File: config.mk
export PLATFORM = sky130hd
export DESIGN_NAME = cdb_arbiter
export DESIGN_NICKNAME = d
export VERILOG_FILES = /design/src/rtl/uarch_pkg.sv /design/src/rtl/rr_pick2.sv /design/src/rtl/cdb_arbiter.sv
export SDC_FILE = /design/constraint.sdc
export NUM_CORES = 1
export LEC_CHECK = 0
export ABC_AREA = 0
export CAP_MARGIN = 20
export CORE_ASPECT_RATIO = 1.2
export CORE_MARGIN = 2
export CORE_UTILIZATION = 37
export CTS_CLUSTER_SIZE = 8
export DETAILED_ROUTE_END_ITERATION = 10
export PLACE_DENSITY = 0.78
export SLEW_MARGIN = 5
export SYNTH_ARGS = -nofsm -noshare
export SYNTH_HDL_FRONTEND = slang
export SYNTH_HIERARCHICAL = 1
export SYNTH_SLANG_ARGS = --single-unit
export TNS_END_PERCENT = 10
File: constraint.sdc
create_clock -name clk -period 4.32 [get_ports clk]
set_clock_uncertainty 0.2 [all_clocks]
set_input_delay 0.864 -clock clk [delete_from_list [all_inputs] [get_ports clk]]
set_output_delay 0.864 -clock clk [all_outputs]
set_load 0.01 [all_outputs]
File: src/rtl/uarch_pkg.sv
// Shared micro-architecture types and constants for the out-of-order core.
package uarch_pkg;

  localparam int unsigned TAG_WIDTH     = 6;
  localparam int unsigned PIPE_WIDTH    = 2;
  localparam int unsigned CPU_DATA_BITS = 32;
  localparam int unsigned NUM_FU        = 4;

  typedef enum logic [1:0] {
    FU_ALU0,
    FU_ALU1,
    FU_BRU,
    FU_LSU
  } fu_id_e;

  typedef struct packed {
    logic                     is_valid;
    logic [TAG_WIDTH-1:0]     dest_tag;
    logic [CPU_DATA_BITS-1:0] result;
    logic                     exception;
  } writeback_packet_t;

endpackage

File: src/rtl/rr_pick2.sv
// Rotating priority find: first two set request bits at or after base, wrapping modulo N.
module rr_pick2 #(
  parameter int unsigned N = 4
) (
  input  logic [N-1:0]         req,
  input  logic [$clog2(N)-1:0] base,
  output logic [$clog2(N)-1:0] idx0,
  output logic                 vld0,
  output logic [$clog2(N)-1:0] idx1,
  output logic                 vld1
);

  localparam int unsigned W = $clog2(N);

  always_comb begin
    int unsigned k;
    idx0 = '0;
    idx1 = '0;
    vld0 = 1'b0;
    vld1 = 1'b0;
    for (int unsigned j = 0; j < N; j++) begin
      k = 32'(base) + j;
      if (k >= N) k = k - N;
      if (req[W'(k)]) begin
        if (!vld0) begin
          vld0 = 1'b1;
          idx0 = W'(k);
        end else if (!vld1) begin
          vld1 = 1'b1;
          idx1 = W'(k);
        end
      end
    end
  end

endmodule

File: src/rtl/cdb_arbiter.sv
// Grants up to two functional-unit results per cycle onto the registered CDB broadcast ports.
// Define CDB_ROUND_ROBIN_EN for round-robin arbitration; otherwise lowest index wins.
module cdb_arbiter
  import uarch_pkg::*;
#(
  parameter int unsigned NUM_FU  = uarch_pkg::NUM_FU,
  parameter int unsigned NUM_CDB = PIPE_WIDTH
) (
  input  logic                                clk,
  input  logic                                rst_n,
  input  logic                                flush,
  input  logic              [NUM_FU-1:0]      fu_valid,
  input  writeback_packet_t [NUM_FU-1:0]      fu_packets,
  output logic              [NUM_FU-1:0]      fu_ready,
  output writeback_packet_t [NUM_CDB-1:0]     cdb_ports,
  output logic              [$clog2(NUM_FU)-1:0] rr_ptr
);

  localparam int unsigned PtrW = $clog2(NUM_FU);

  logic              [NUM_FU-1:0]  req;
  logic              [PtrW-1:0]    base;
  logic              [PtrW-1:0]    idx0;
  logic              [PtrW-1:0]    idx1;
  logic                            vld0;
  logic                            vld1;
  logic                            vld1_used;
  writeback_packet_t [NUM_CDB-1:0] cdb_d;
  writeback_packet_t [NUM_CDB-1:0] cdb_q;

  // Nothing may transfer during reset or flush.
  assign req = (rst_n && !flush) ? fu_valid : '0;

  rr_pick2 #(
    .N (NUM_FU)
  ) u_pick (
    .req  (req),
    .base (base),
    .idx0 (idx0),
    .vld0 (vld0),
    .idx1 (idx1),
    .vld1 (vld1)
  );

  assign vld1_used = (NUM_CDB > 1) && vld1;

  always_comb begin
    fu_ready = '0;
    if (vld0)      fu_ready[idx0] = 1'b1;
    if (vld1_used) fu_ready[idx1] = 1'b1;
  end

  // Second grant goes to the last port; with a single port it is never used.
  always_comb begin
    cdb_d = '0;
    if (vld0) begin
      cdb_d[0]          = fu_packets[idx0];
      cdb_d[0].is_valid = 1'b1;
    end
    if (vld1_used) begin
      cdb_d[NUM_CDB-1]          = fu_packets[idx1];
      cdb_d[NUM_CDB-1].is_valid = 1'b1;
    end
  end

  always_ff @(posedge clk or negedge rst_n) begin
    if (!rst_n) begin
      cdb_q <= '0;
    end else begin
      cdb_q <= cdb_d;
    end
  end

  assign cdb_ports = cdb_q;

`ifdef CDB_ROUND_ROBIN_EN
  logic [PtrW-1:0] rr_ptr_d;
  logic [PtrW-1:0] rr_ptr_q;
  logic [PtrW-1:0] last_idx;

  assign last_idx = vld1_used ? idx1 : idx0;

  always_comb begin
    rr_ptr_d = rr_ptr_q;
    if (flush) begin
      rr_ptr_d = '0;
    end else if (vld0) begin
      rr_ptr_d = (32'(last_idx) == NUM_FU - 1) ? '0 : last_idx + PtrW'(1);
    end
  end

  always_ff @(posedge clk or negedge rst_n) begin
    if (!rst_n) begin
      rr_ptr_q <= '0;
    end else begin
      rr_ptr_q <= rr_ptr_d;
    end
  end

  assign base   = rr_ptr_q;
  assign rr_ptr = rr_ptr_q;
`else
  assign base   = '0;
  assign rr_ptr = '0;
`endif

`ifndef SYNTHESIS
  logic dup_tag;

  always_comb begin
    dup_tag = 1'b0;
    for (int i = 0; i < NUM_FU; i++) begin
      for (int j = i + 1; j < NUM_FU; j++) begin
        if (fu_valid[i] && fu_valid[j] &&
            fu_packets[i].dest_tag == fu_packets[j].dest_tag) begin
          dup_tag = 1'b1;
        end
      end
    end
  end

  dup_tag_a: assert property (@(posedge clk) disable iff (!rst_n) !dup_tag);
`endif

endmodule

# --- After elaboration in Yosys (flattened, before gate mapping) ---
# Cells that the tools add are included.
word_totals:
  register_bits: 80
  in_bits: 167
  out_inout_bits: 86
op_classes:
  n_lt_le_gt_ge: 4
  n_mux: 37
  bitwise: 1
  reduce_logical: 4
op_table:
  columns: ["cell", "n"]
  rows:
  - ["40-bit binary-select mux with 2-bit select", 2]
  - ["40-bit two-way mux", 2]
  - ["39-bit two-way mux", 2]
  - ["2-bit two-way mux", 12]
  - ["1-bit two-way mux", 14]
  - ["4-bit two-way mux", 3]
  - ["2-bit by 3-bit less-than comparator with 1-bit output, second input constant", 2]
  - ["1-bit demux with 2-bit select", 2]
  - ["2-bit by 1-bit >= comparator with 1-bit output, second input constant", 2]
  - ["4-bit OR", 1]
  - ["1-bit logical AND", 3]
  - ["1-bit zero test", 1]

# --- Longest topological paths before layout ---
# Gate-level depths: netlist (run 1).
logic_depth:
  word_depth: 18
  depth_mapped: 15
  depth_no_buf: 11

# --- Cells and area by module ---
# Netlist (run 1), hierarchy kept.
modules_own_cells:
  columns: ["mod", "n_inst", "cells_per_inst", "area_per_inst_um2", "seq_area_each_um2"]
  rows:
  - ["cdb_arbiter", 1, 370, 4513.1, 2001.9]
  - ["rr_pick2", 1, 85, 603.1, 0.0]

# --- Worst setup path after synthesis (run 1) ---
# OpenSTA, ideal clock, no wires.
synth_path:
  kind: "in2out"
  start: "input rst_n"
  end: "output fu_ready[0]"
  arrival_time_ns: 3.478
  required_ns: 3.256
  setup_slack_ns: -0.222
  cell_stages: 14
  path_buffers: 4
  cell_sequence: "nor2b_1 > and2_1 > clkbuf_1 > buf_2 > nor2b_1 > a211oi_1 > a31oi_1 > ha_1 > mux2i_1 > nand3_1 > a32o_1 > buf_4 > buf_4 > o32ai_1"
synth_via:
  word_cells_on_any_way: 39
synth_rtl:
  columns: ["element", "line", "rtl"]
  rows:
  - ["start: declaration", "cdb_arbiter.sv:10", "input logic rst_n,"]
  - ["1-bit logical AND (*)", "cdb_arbiter.sv:32", "assign req = (rst_n && !flush) ? fu_valid : '0;"]
  - ["4-bit two-way mux (*)", "cdb_arbiter.sv:32", null]
  - ["via req[0]", "cdb_arbiter.sv:21", "logic [NUM_FU-1:0] req;"]
  - ["1-bit two-way mux (*)", "rr_pick2.sv:24", "if (req[W'(k)]) begin"]
  - ["1-bit two-way mux", "rr_pick2.sv:25", "if (!vld0) begin"]
  - ["2-bit two-way mux", "rr_pick2.sv:24", null]
  - ["2-bit two-way mux", "rr_pick2.sv:25", null]
  - ["2-bit two-way mux", "rr_pick2.sv:24", null]
  - ["[2 not listed]", null, null]
  - ["via idx0[0]", "cdb_arbiter.sv:23", "logic [PtrW-1:0] idx0;"]
  - ["2-bit by 3-bit less-than comparator with 1-bit output (implied by the code) or 2-bit by 1-bit >= comparator with 1-bit output (tied branches)", "cdb_arbiter.sv:49", "if (vld0) fu_ready[idx0] = 1'b1;"]
  - ["1-bit logical AND (implied by the code)", "cdb_arbiter.sv:49", null]
  - ["1-bit two-way mux (implied by the code)", "cdb_arbiter.sv:49", null]
  - ["1-bit demux with 2-bit select (*)", "cdb_arbiter.sv:49", null]
  - ["4-bit two-way mux (*)", "cdb_arbiter.sv:49", null]
  - ["4-bit OR (no source line)", null, null]
  - ["4-bit two-way mux (*)", "cdb_arbiter.sv:50", "if (vld1_used) fu_ready[idx1] = 1'b1;"]
  - ["end: declaration", "cdb_arbiter.sv:14", "output logic [NUM_FU-1:0] fu_ready,"]
# The timed path passes the listed nets; every way through them passes the cells marked *.

# --- Worst setup path in the final report (run 1) ---
layout_path:
  start: "input fu_valid[0]"
  end: "output fu_ready[2]"
layout_via:
  word_cells_on_any_way: 38
layout_rtl:
  columns: ["element", "line", "rtl"]
  rows:
  - ["start: declaration", "cdb_arbiter.sv:12", "input logic [NUM_FU-1:0] fu_valid,"]
  - ["4-bit two-way mux (*)", "cdb_arbiter.sv:32", null]
  - ["via req[0]", "cdb_arbiter.sv:21", null]
  - ["1-bit two-way mux (*)", "rr_pick2.sv:24", null]
  - ["1-bit two-way mux", "rr_pick2.sv:25", null]
  - ["2-bit two-way mux", "rr_pick2.sv:24", null]
  - ["2-bit two-way mux", "rr_pick2.sv:25", null]
  - ["2-bit two-way mux", "rr_pick2.sv:24", null]
  - ["2-bit two-way mux", "rr_pick2.sv:25", null]
  - ["2-bit two-way mux (*)", "rr_pick2.sv:24", null]
  - ["via idx0[0]", "cdb_arbiter.sv:23", null]
  - ["2-bit by 3-bit less-than comparator with 1-bit output (implied by the code) or 2-bit by 1-bit >= comparator with 1-bit output (tied branches)", "cdb_arbiter.sv:49", null]
  - ["1-bit logical AND (implied by the code)", "cdb_arbiter.sv:49", null]
  - ["1-bit two-way mux (implied by the code)", "cdb_arbiter.sv:49", null]
  - ["1-bit demux with 2-bit select (*)", "cdb_arbiter.sv:49", null]
  - ["4-bit two-way mux (*)", "cdb_arbiter.sv:49", null]
  - ["4-bit OR (no source line)", null, null]
  - ["4-bit two-way mux (*)", "cdb_arbiter.sv:50", null]
# Marked as above.

==> results of run 1 <==
## metal layers
layer | routed length, um | vias to the layer above
li1 | - | 2256
met1 | 6660 | 2412
met2 | 9400 | 183
met3 | 951 | 49
met4 | 726 | 0
met5 | 0 | -
## cells in the mapped netlist, drive strengths merged (3+ instances only)
master  number
inv          6
nor2         4
and2         4
mux2i      157
buf         41
o21ai        5
nor4bb       4
dfrtp       80
nand2        9
nand2b       6
clkbuf       7
a21oi        8
o22ai       79
o211ai       3
and3b        3
## through the flow
step | setup TNS [ns] | util (%) | instances | area [sq um] | total power, W
6_report | 0 | 59.8 | 889 | 8150 | 0.00234
2_1_floorplan | 0 | - | 470 | 5200 | 0.00116
3_3_place_gp | -1.45 | 57.2 | 872 | 7800 | 0.00149
3_5_place_dp | -1.67 | 57.2 | 872 | 7800 | 0.00151
4_1_cts | -0.109 | 59.7 | 888 | 8140 | 0.00235
5_1_grt | -0.0133 | 59.8 | 889 | 8150 | 0.00243
## layout by cell type, fill, tap and decap left out, types with 2 or more instances in the layout
| cell type | synthesis | layout |
|---|---|---|
| a21o_1 | 2 | 2 |
| a21oi_1 | 8 | 8 |
| and2_1 | 4 | 3 |
| and3b_1 | 3 | 2 |
| buf_2 | 16 | 2 |
| buf_4 | 8 | 35 |
| bufinv_16 | 0 | 2 |
| clkbuf_16 | 0 | 9 |
| clkbuf_2 | 0 | 2 |
| clkdlybuf4s50_1 | 0 | 240 |
| conb_1 | 1 | 16 |
| dfrtp_1 | 80 | 80 |
| ha_1 | 2 | 2 |
| inv_1 | 6 | 6 |
| mux2i_1 | 157 | 156 |
| nand2_1 | 9 | 7 |
| nand2_2 | 0 | 2 |
| nand2b_1 | 6 | 4 |
| nand2b_2 | 0 | 2 |
| nand3_1 | 2 | 2 |
| nor2_1 | 4 | 4 |
| nor4bb_1 | 4 | 4 |
| o211ai_1 | 3 | 3 |
| o21ai_0 | 3 | 3 |
| o22ai_1 | 69 | 69 |
| o22ai_2 | 10 | 10 |
| o31ai_1 | 2 | 2 |
| or4bb_1 | 2 | 2 |
## cell type report
type,count,area (sq um)
Clock inverter,5,81.3
Timing Repair Buffer,281,2720
Clock buffer,10,239
Tap cell,171,214
Inverter,6,22.5
Fill cell,1138,5490
Multi-Input combinational cell,336,2880
Sequential cell,80,2000
## how the worst min path moves through the flow
stage	endpoint	startpoint	cells after the start
CTS	cdb_ports[39]$_DFF_PN0_	rst_n	2
detailed placement	cdb_ports[37]$_DFF_PN0_	rst_n	2
global placement	cdb_ports[39]$_DFF_PN0_	rst_n	2
floorplan	cdb_ports[0]$_DFF_PN0_	rst_n	0
global route	cdb_ports[37]$_DFF_PN0_	rst_n	2
finish	cdb_ports[77]$_DFF_PN0_	rst_n	2
## timing repair
item | CTS | global route
setup buffers | 1 | 1
gates resized for setup | 14 | 9
endpoints found under the setup margin | 4 | 4
pin swaps | 2 | 6
## power by group
| part | switching (W) | internal [W] | total [W] |
|---|---|---|---|
| clock network | 0.000320 | 0.000519 | 0.000839 |
| registers | 0.0000146 | 0.000801 | 0.000816 |
| logic | 0.000303 | 0.000386 | 0.000688 |
| total | 0.000637 | 0.00171 | 0.00234 |
## kinds of logic (layout without fill, tap and decap cells)
logic type / Yosys count / count (layout) / share of synthesized area (%)
AND/OR/NAND/NOR: 45 / 45 / 5.92
other: 1 / 16 / 0.0733
multiplexers: 158 / 158 / 31.2
XOR/XNOR: 1 / 1 / 0.171
adder cells (fa/ha/maj): 2 / 2 / 0.489
flip-flops: 80 / 80 / 39.1
AO/OA/AOI/OAI: 114 / 114 / 15.8
buffers and inverters: 54 / 302 / 7.29
==> results.cfg, run 1 <==
[status]
status = complete, no violations

[synth]
ys_types = 52
synth_largest_area_cell = dfrtp_1
yosysSeqAreaShare_pct = 39.1
ys_async_sr_fraction_pct = 100
avgSynthCellArea_sq_um = 11.2
syn_area_sq_um = 5120
synth_edf_count = 0
syn_inst = 455
ys_seq_elements = 80
synth_area_leaders = dfrtp_1, mux2i_1, o22ai_1
synth_warnings = 6
synth_top_area_share_pct = 39.1
synth_ff_type = dfrtp_1

[sta]
fmax_ghz = 0.239
hold_slack_ns = 0.371
drv_slew = 0
fin_ws_ns = 0.136
slew-limit-headroom_pct = 47.1
setup_violations = 0
worstMarginPinSlew_ns = 0.794
fin_crit_ns = 4.18
post-route-period-util_pct = 96.8
finalHoldViolCount = 0

[global_routing]
globalRouteOverflowTotal = 0
use_met3_pct = 4.58
grt_pass1_wl_um = 28000
grt_max_degree = 58
grt_use_total_pct = 23.8
grtUsageMet2_pct = 43.9
busiest_layer = met2
grt_util_met1_pct = 26.1
grt_antenna_before_repair = 0
first_global_vias = 5406

[place]
io_buffer_count = 246
place.gp.congestion = 0.820
hpwl_um = 12700
post-place-ws_ns = -0.484

[setup_path]
crit_start = fu_valid[0]
slowest_delay_ns = 0.45
crit_arrival_ns = 3.12
cp_cell_sequence = clkdlybuf4s50_1, and2_1, nor2b_4, a211oi_2, a31oi_2, ha_1, mux2i_2, nand3_1, a32o_4, nand3b_1, o21ai_2, buf_2
crit_family = compound AO/OA/AOI/OAI gates
startpoint_type = primary input
worstSetupEndpoint = fu_ready[2]
crit_type = in -> out
crit_slowest_cell = clkdlybuf4s50_1
crit_buf_inv = 2
crit_fanout = 6
end_kind = output pin
path_depth = 12
worst_ep_required_time_ns = 3.26

[drt]
dr_total_vias = 4900
routed_wirelength_um = 17700
avgRoutedWirePerCell_um = 20.0
viasPerCell = 5.51
postRouteAntennaNets = 0
drt_pass1_iterations = 4
drc = 0
drt_iter0_markers = 194

[power_and_ir_drop]
p_leak_nw = 3.18
peakVddDrop_uv = 196
p_per_area_nw_per_um2 = 287

[clocking]
htreeDepth = 3
cts_tree = done
cts_buffer_depth = 2
cts.sinks = 80
cts-hold-fix-buffers = 0
clk_root_buffer_cell = clkbuf_16
cts_buffers = 9
clk_pin_slew_worst_paths_ns = 0.07

[floorplan]
rows = 47
start_util_pct = 37.5
core_sq_um = 13600
die_h_um = 133
die_w_um = 111
ioPinCount = 253
fp.dieArea_sq_um = 14800

[finish]
largest_register_ffs = 80
drive_gt1_share_pct = 11.3
layout.nets = 883
antenna_cells = 0
syn_to_final_growth_pct = 59.4

[run]
max_cap_viol_count = 0

[min_path]
hold_path_class = in -> async
(Power assumes the default switching activity.)
==> inputs of run 2 (changes only) <==
--- a/config.mk
+++ b/config.mk
@@ -6,6 +6,7 @@
 export NUM_CORES = 1
 export LEC_CHECK = 0
 export ABC_AREA = 0
+export ABC_CLOCK_PERIOD_IN_PS = 4320
 export CAP_MARGIN = 20
 export CORE_ASPECT_RATIO = 1.2
 export CORE_MARGIN = 2
==> results of run 2 <==
No change in the layout: final DEF, timing and power equal those of run 1.
